## config.mk

```make
export PLATFORM = sky130hd
export DESIGN_NAME = id_ex_stage
export DESIGN_NICKNAME = d
export VERILOG_FILES = /design/src/rtl/id_ex_stage.sv
export SDC_FILE = /design/constraint.sdc
export NUM_CORES = 1
export LEC_CHECK = 0
export CORE_MARGIN = 2
export CORE_UTILIZATION = 48
export DETAILED_ROUTE_END_ITERATION = 7
export PLACE_DENSITY = 0.85
export SYNTH_ARGS = -nofsm -noshare
export SYNTH_HDL_FRONTEND = slang
export SYNTH_SLANG_ARGS = --single-unit
```

## constraint.sdc

```tcl
create_clock -name clk_i -period 5.2 [get_ports clk_i]
set_input_delay 1.04 -clock clk_i [delete_from_list [all_inputs] [get_ports clk_i]]
set_output_delay 1.04 -clock clk_i [all_outputs]
set_load 0.01 [all_outputs]
```

## src/rtl/id_ex_stage.sv

```systemverilog
// ID/EX pipeline register with ALU-control decode and EX-stage operand forwarding.
// Forwarding and decode are combinational on the registered state so they track bypass inputs during a stall.
module id_ex_stage (
  input  logic        clk_i,
  input  logic        rst_i,
  input  logic        stall_i,
  input  logic        flush_i,
  input  logic        RegWrite_i,
  input  logic        MemtoReg_i,
  input  logic        MemRead_i,
  input  logic        MemWrite_i,
  input  logic        ALUSrc_i,
  input  logic [1:0]  ALUOp_i,
  input  logic [31:0] rs1_data_i,
  input  logic [31:0] rs2_data_i,
  input  logic [31:0] imm_i,
  input  logic [6:0]  funct7_i,
  input  logic [2:0]  funct3_i,
  input  logic [4:0]  rs1_addr_i,
  input  logic [4:0]  rs2_addr_i,
  input  logic [4:0]  rd_addr_i,
  input  logic        EXMEM_RegWrite_i,
  input  logic [4:0]  EXMEM_rd_i,
  input  logic [31:0] EXMEM_data_i,
  input  logic        MEMWB_RegWrite_i,
  input  logic [4:0]  MEMWB_rd_i,
  input  logic [31:0] MEMWB_data_i,
  output logic [31:0] data1_o,
  output logic [31:0] data2_o,
  output logic [2:0]  ALUCtrl_o,
  output logic [31:0] store_data_o,
  output logic        RegWrite_o,
  output logic        MemtoReg_o,
  output logic        MemRead_o,
  output logic        MemWrite_o,
  output logic        valid_o,
  output logic [4:0]  rd_addr_o,
  output logic [4:0]  rs1_addr_o,
  output logic [4:0]  rs2_addr_o
);

  localparam int unsigned XLEN = 32;
  localparam int unsigned AW   = 5;

  localparam logic [2:0] ALU_AND  = 3'b000;
  localparam logic [2:0] ALU_XOR  = 3'b001;
  localparam logic [2:0] ALU_SLL  = 3'b010;
  localparam logic [2:0] ALU_ADD  = 3'b011;
  localparam logic [2:0] ALU_SUB  = 3'b100;
  localparam logic [2:0] ALU_MUL  = 3'b101;
  localparam logic [2:0] ALU_SLT  = 3'b110;
  localparam logic [2:0] ALU_SRAI = 3'b111;

  localparam logic [6:0] F7_BASE = 7'b0000000;
  localparam logic [6:0] F7_ALT  = 7'b0100000;
  localparam logic [6:0] F7_MUL  = 7'b0000001;

  typedef struct packed {
    logic            reg_write;
    logic            mem_to_reg;
    logic            mem_read;
    logic            mem_write;
    logic            alu_src;
    logic [1:0]      alu_op;
    logic [XLEN-1:0] rs1_data;
    logic [XLEN-1:0] rs2_data;
    logic [XLEN-1:0] imm;
    logic [6:0]      funct7;
    logic [2:0]      funct3;
    logic [AW-1:0]   rs1_addr;
    logic [AW-1:0]   rs2_addr;
    logic [AW-1:0]   rd_addr;
    logic            valid;
  } id_ex_t;

  id_ex_t d, q;
  logic [2:0]      alu_ctrl;
  logic [XLEN-1:0] fwd_a;
  logic [XLEN-1:0] fwd_b;

  assign d = '{
    reg_write:  RegWrite_i,
    mem_to_reg: MemtoReg_i,
    mem_read:   MemRead_i,
    mem_write:  MemWrite_i,
    alu_src:    ALUSrc_i,
    alu_op:     ALUOp_i,
    rs1_data:   rs1_data_i,
    rs2_data:   rs2_data_i,
    imm:        imm_i,
    funct7:     funct7_i,
    funct3:     funct3_i,
    rs1_addr:   rs1_addr_i,
    rs2_addr:   rs2_addr_i,
    rd_addr:    rd_addr_i,
    valid:      1'b1
  };

  // Flush beats stall; an all-zero register is the bubble.
  always_ff @(posedge clk_i or negedge rst_i) begin
    if (!rst_i)        q <= '0;
    else if (flush_i)  q <= '0;
    else if (!stall_i) q <= d;
  end

  // ALU control decode; any undefined combination falls back to ADD.
  always_comb begin
    alu_ctrl = ALU_ADD;
    unique case (q.alu_op)
      2'b00: alu_ctrl = ALU_ADD;
      2'b01: alu_ctrl = ALU_SUB;
      2'b10: begin
        case ({q.funct7, q.funct3})
          {F7_BASE, 3'b111}: alu_ctrl = ALU_AND;
          {F7_BASE, 3'b100}: alu_ctrl = ALU_XOR;
          {F7_BASE, 3'b001}: alu_ctrl = ALU_SLL;
          {F7_BASE, 3'b000}: alu_ctrl = ALU_ADD;
          {F7_ALT,  3'b000}: alu_ctrl = ALU_SUB;
          {F7_MUL,  3'b000}: alu_ctrl = ALU_MUL;
          {F7_BASE, 3'b010}: alu_ctrl = ALU_SLT;
          default:           alu_ctrl = ALU_ADD;
        endcase
      end
      2'b11: begin
        case (q.funct3)
          3'b000:  alu_ctrl = ALU_ADD;
          3'b010:  alu_ctrl = ALU_SLT;
          3'b001:  alu_ctrl = ALU_SLL;
          3'b101:  alu_ctrl = (q.funct7 == F7_ALT) ? ALU_SRAI : ALU_ADD;
          default: alu_ctrl = ALU_ADD;
        endcase
      end
      default: alu_ctrl = ALU_ADD;
    endcase
  end

  // Bypass: EX/MEM result is younger than MEM/WB, so it wins; x0 never forwards.
  always_comb begin
    fwd_a = q.rs1_data;
    if (EXMEM_RegWrite_i && (EXMEM_rd_i != '0) && (EXMEM_rd_i == q.rs1_addr))
      fwd_a = EXMEM_data_i;
    else if (MEMWB_RegWrite_i && (MEMWB_rd_i != '0) && (MEMWB_rd_i == q.rs1_addr))
      fwd_a = MEMWB_data_i;
  end

  always_comb begin
    fwd_b = q.rs2_data;
    if (EXMEM_RegWrite_i && (EXMEM_rd_i != '0) && (EXMEM_rd_i == q.rs2_addr))
      fwd_b = EXMEM_data_i;
    else if (MEMWB_RegWrite_i && (MEMWB_rd_i != '0) && (MEMWB_rd_i == q.rs2_addr))
      fwd_b = MEMWB_data_i;
  end

  assign ALUCtrl_o    = alu_ctrl;
  assign data1_o      = fwd_a;
  assign data2_o      = q.alu_src ? q.imm : fwd_b;
  assign store_data_o = fwd_b;

  assign RegWrite_o = q.reg_write;
  assign MemtoReg_o = q.mem_to_reg;
  assign MemRead_o  = q.mem_read;
  assign MemWrite_o = q.mem_write;
  assign valid_o    = q.valid;
  assign rd_addr_o  = q.rd_addr;
  assign rs1_addr_o = q.rs1_addr;
  assign rs2_addr_o = q.rs2_addr;

endmodule

```

==> flow_results.org, run 1 <==
** Run status
- The run finished with clean final reports.

** Timing
- Based on the critical path, the design can be clocked at up to 0.2067 GHz.
- Number of max-slew violations in the final report :: 0
- Worst rel slew slack :: 0.2933
- In the finished design, the share of the clock period the worst path needs comes to 0.9305.
- Clock skew after layout :: 0 ns
- Setup violations remaining at the end of the flow were counted as 0.
- For the pin with the worst max-slew slack, the measured transition is around 1.1 ns.
- Final Hold Fails :: 0
- Post-route minimum period :: ~4.8 ns
- Accumulated negative setup slack :: 0 ns
- Hold Worst Slack :: 0.5129 ns
- Setup repair after global routing missed its margin :: false
- Once routing completed, OpenROAD measured the worst setup slack at 0.3613 ns.

** Floorplan
- In this run the vertical extent of the chip is about 130 µm.
- The core region is about 16000 µm².
- Initial standard-cell utilization of the core :: 0.4891
- Site row count :: 47
- Die footprint :: 17830 µm²
- In this run the horizontal extent of the chip is 133.5 µm.
- 327 I/O pins were placed.

** Setup path
- Category of the most critical setup path :: input pin to primary output
- Req. time, crit path :: 4.16 ns
- STA classifies the critical path startpoint as an input pin.
- Data on the critical path arrives at its endpoint at 3.80 ns.
- Along the worst path, the maximum fanout reaches 20.
- The worst setup path is captured at a primary output.

** Power and ir drop
- Cell area power density :: 253.2 nW/µm²
- IR analysis of the VDD net gives a maximum drop of 0.1999 mV.
- The completed layout was analyzed and its total power is between 3 and 4 mW.
- For this design the static power due to leakage is 4.992 nW.

** Placement
- The wire-length estimate of the detail-placed layout is 18770 µm.
- Post-placement worst setup slack :: between 0.4 and 0.5 ns
- After detailed placement, the design holds a cell count of 1277.
- The placed instances occupy a cell area of 11360 µm².
- Port Buffer Count :: between 300 and 400
- Routability congestion estimate :: roughly 0.87

** Clocking
- Clock Latency Late Sink :: 0.41 ns
- The number of hold buffers added after CTS was 0.
- Clock tree synthesis found a total of 129 sinks.
- Clock-pin slew was measured on the worst setup and hold paths at around 0.060 ns.
- The H-tree was split into 4 levels.
- After clock tree synthesis, the setup repair step added 0 buffers.
- No sink is reached through more buffers than the 2 on the longest clock path.
- Post-CTS repair changed the size of 0 cells.
- The cell sitting at the root of the clock tree is a sky130_fd_sc_hd__clkbuf_16.
- TritonCTS built the clock tree.
- Number of clock buffers inserted by TritonCTS :: 17

** Logic synthesis
- Of the synthesized area, sequential elements account for 0.4008.
- Of the post-synthesis cell area, the dominant cell type holds 0.4008.
- After synthesis, the mean cell area works out to 10.13 µm².
- The number of different library cells used by synthesis comes to 39.
- Yosys printed 0 warnings.
- Among all flip-flop cells after synthesis, the most frequent one is sky130_fd_sc_hd__dfrtp_1.
- After technology mapping, the gate count stands at 795.
- Post-Synthesis Cell Area :: 8054 µm²
- The largest total area in the synthesized netlist belongs to sky130_fd_sc_hd__dfrtp_1.
- Top area cells in the synthesized netlist :: sky130_fd_sc_hd__dfrtp_1, sky130_fd_sc_hd__mux2i_1, sky130_fd_sc_hd__a31oi_4
- In the synthesized netlist, the cells that appear most often are sky130_fd_sc_hd__nor2_1, sky130_fd_sc_hd__mux2i_1, sky130_fd_sc_hd__dfrtp_1.
- Counting flops with a built-in enable in the synthesized netlist gives 0.
- Post-synthesis register bit count :: ~130
- Most frequently used cell type in the post-synthesis netlist :: sky130_fd_sc_hd__nor2_1
- For this run, asynchronously set or reset flops after synthesis account for 1.000.
- When the netlist entered floorplanning its net count stood at 1003.

** Cells and area
- At the end of the flow, the number of nets in the layout was around 1300.
- Excluding fillers, the count of instances in the completed layout stands at 1308.
- In the final layout, the share of cells above drive strength 1 is 0.1094.
- The multi-input combinational cells in the finished layout cover a total of 4414 µm².
- Final core utilization :: 0.7245
- With fillers left out, the area of the finished cells amounts to ~12000 µm².
- Total of fill cells in the finished design :: 1239
- 0 antenna diodes ended up in the layout.
- Register cell area after layout :: 3228 µm²
- Post-synthesis to final-layout area growth :: 48.13%

** Global route
- Global-route usage over all layers :: 0.3004
- Number of global-route vias before repair :: around 7600
- The first global-routing pass estimated between 40000 and 50000 µm of wire.
- Pin count of the biggest net entering global routing :: 94
- Summed over all layers, the global routing overflow is 0.
- Antenna violations before repair :: 0

** Detailed routing
- In the final routed layout, each cell accounts on average for 20.27 µm.
- For this run, design rule violations remaining after detail routing come to 0.
- Antenna Violating Nets Remaining :: 0
- DRT Pass-1 Iters :: 5
- Via density per instance :: 5.626
- Total wire length :: around 27000 µm
- First DRT Iteration DRCs :: 443
- Total via count after detailed routing :: 7359

** Min path
- The min-delay analysis places its worst path in the category register to register.

** Flow run
- Count of maximum capacitance violations :: 0
final timing paths:
kind | startpoint | end | slack (ns) | cells past startpoint
min in group asynchronous | rst_i | q[101] | 0.68 | 1
worst min register to register | q[55] | q[55] | 0.51 | 2
max in group asynchronous | rst_i | q[61] | 3.34 | 2
worst min-delay path | q[55] | q[55] | 0.51 | 2
worst max register to register | q[124] | q[124] | 3.50 | 3
worst max-delay path | MEMWB_rd_i[2] | data2_o[31] | 0.36 | 8
placed cells by master (no fill, tap or decap), types with 2 or more instances in the layout:
master and n:
sky130_fd_sc_hd__a21oi_1 35, sky130_fd_sc_hd__a31oi_1 4, sky130_fd_sc_hd__a31oi_4 30, sky130_fd_sc_hd__buf_12 3, sky130_fd_sc_hd__buf_4 17, sky130_fd_sc_hd__buf_6 2
sky130_fd_sc_hd__bufinv_16 2, sky130_fd_sc_hd__clkbuf_1 5, sky130_fd_sc_hd__clkbuf_16 17, sky130_fd_sc_hd__clkbuf_8 3, sky130_fd_sc_hd__clkdlybuf4s50_1 323, sky130_fd_sc_hd__clkinv_2 4
sky130_fd_sc_hd__dfrtp_1 129, sky130_fd_sc_hd__mux2_2 32, sky130_fd_sc_hd__mux2i_1 160, sky130_fd_sc_hd__nand2_1 5, sky130_fd_sc_hd__nand3_1 33, sky130_fd_sc_hd__nand4_1 2
sky130_fd_sc_hd__nor2_1 165, sky130_fd_sc_hd__nor2b_1 2, sky130_fd_sc_hd__nor3_1 33, sky130_fd_sc_hd__nor3b_1 4, sky130_fd_sc_hd__o211ai_4 2, sky130_fd_sc_hd__o21ai_0 6
sky130_fd_sc_hd__o21ai_1 32, sky130_fd_sc_hd__or4_4 2, sky130_fd_sc_hd__xnor2_1 16, sky130_fd_sc_hd__xor2_1 7
routing by layer:
metal,global-route usage,wire [µm]
met5,0,0
met4,0.1235,865
met3,0.06811,2046
met2,0.5163,13130
met1,0.3649,10480
cell families (layout without fill, tap and decap cells):
logic type,Yosys count,after routing,synth area share
AND/OR/NAND/NOR,254,254,0.1394
XOR/XNOR,23,23,0.02501
multiplexers,192,192,0.2436
AO/OA/AOI/OAI,113,113,0.1364
flip-flops,129,129,0.4008
buffers and inverters,84,377,0.05484
critical path, cell delays in order:
cell and delay [ns]:
sky130_fd_sc_hd__clkdlybuf4s50_1 0.50, sky130_fd_sc_hd__or4_4 0.59, sky130_fd_sc_hd__o211ai_4 0.18, sky130_fd_sc_hd__buf_4 0.31, sky130_fd_sc_hd__o21ai_1 0.12, sky130_fd_sc_hd__a31oi_1 0.30, sky130_fd_sc_hd__mux2_2 0.21, sky130_fd_sc_hd__clkdlybuf4s50_1 0.53
state kept, by name, summed over array words and instances, names as in the netlist:
name	flops
MemRead_o	1
MemWrite_o	1
MemtoReg_o	1
RegWrite_o	1
q	109
rd_addr_o	5
rs1_addr_o	5
rs2_addr_o	5
valid_o	1
where the power goes:
| group | switching [mW] | internal, mW |
|---|---|---|
| logic | 0.331 | 0.419 |
| registers | 0.0475 | 1.06 |
| clock network | 0.423 | 0.739 |
layout make-up:
class                   count  area share
clock buffers              25     0.04069
flip-flops and latches    129      0.2706
inverters                   1   0.0003146
repair buffers            345      0.2886
multi-input cells         582      0.3700
clock inverters             6    0.006712
well taps                 220     0.02307
Note: power is estimated with default switching activity, not from simulation.
==> run 2, diff against run 1 <==
--- a/config.mk
+++ b/config.mk
@@ -7,7 +7,9 @@
 export LEC_CHECK = 0
 export CORE_MARGIN = 2
 export CORE_UTILIZATION = 48
+export CTS_CLUSTER_DIAMETER = 80
 export DETAILED_ROUTE_END_ITERATION = 7
+export GPL_ROUTABILITY_DRIVEN = 0
 export PLACE_DENSITY = 0.85
 export SYNTH_ARGS = -nofsm -noshare
 export SYNTH_HDL_FRONTEND = slang
==> results of run 2 <==
Final layout, timing and power as in run 1 (identical DEF).
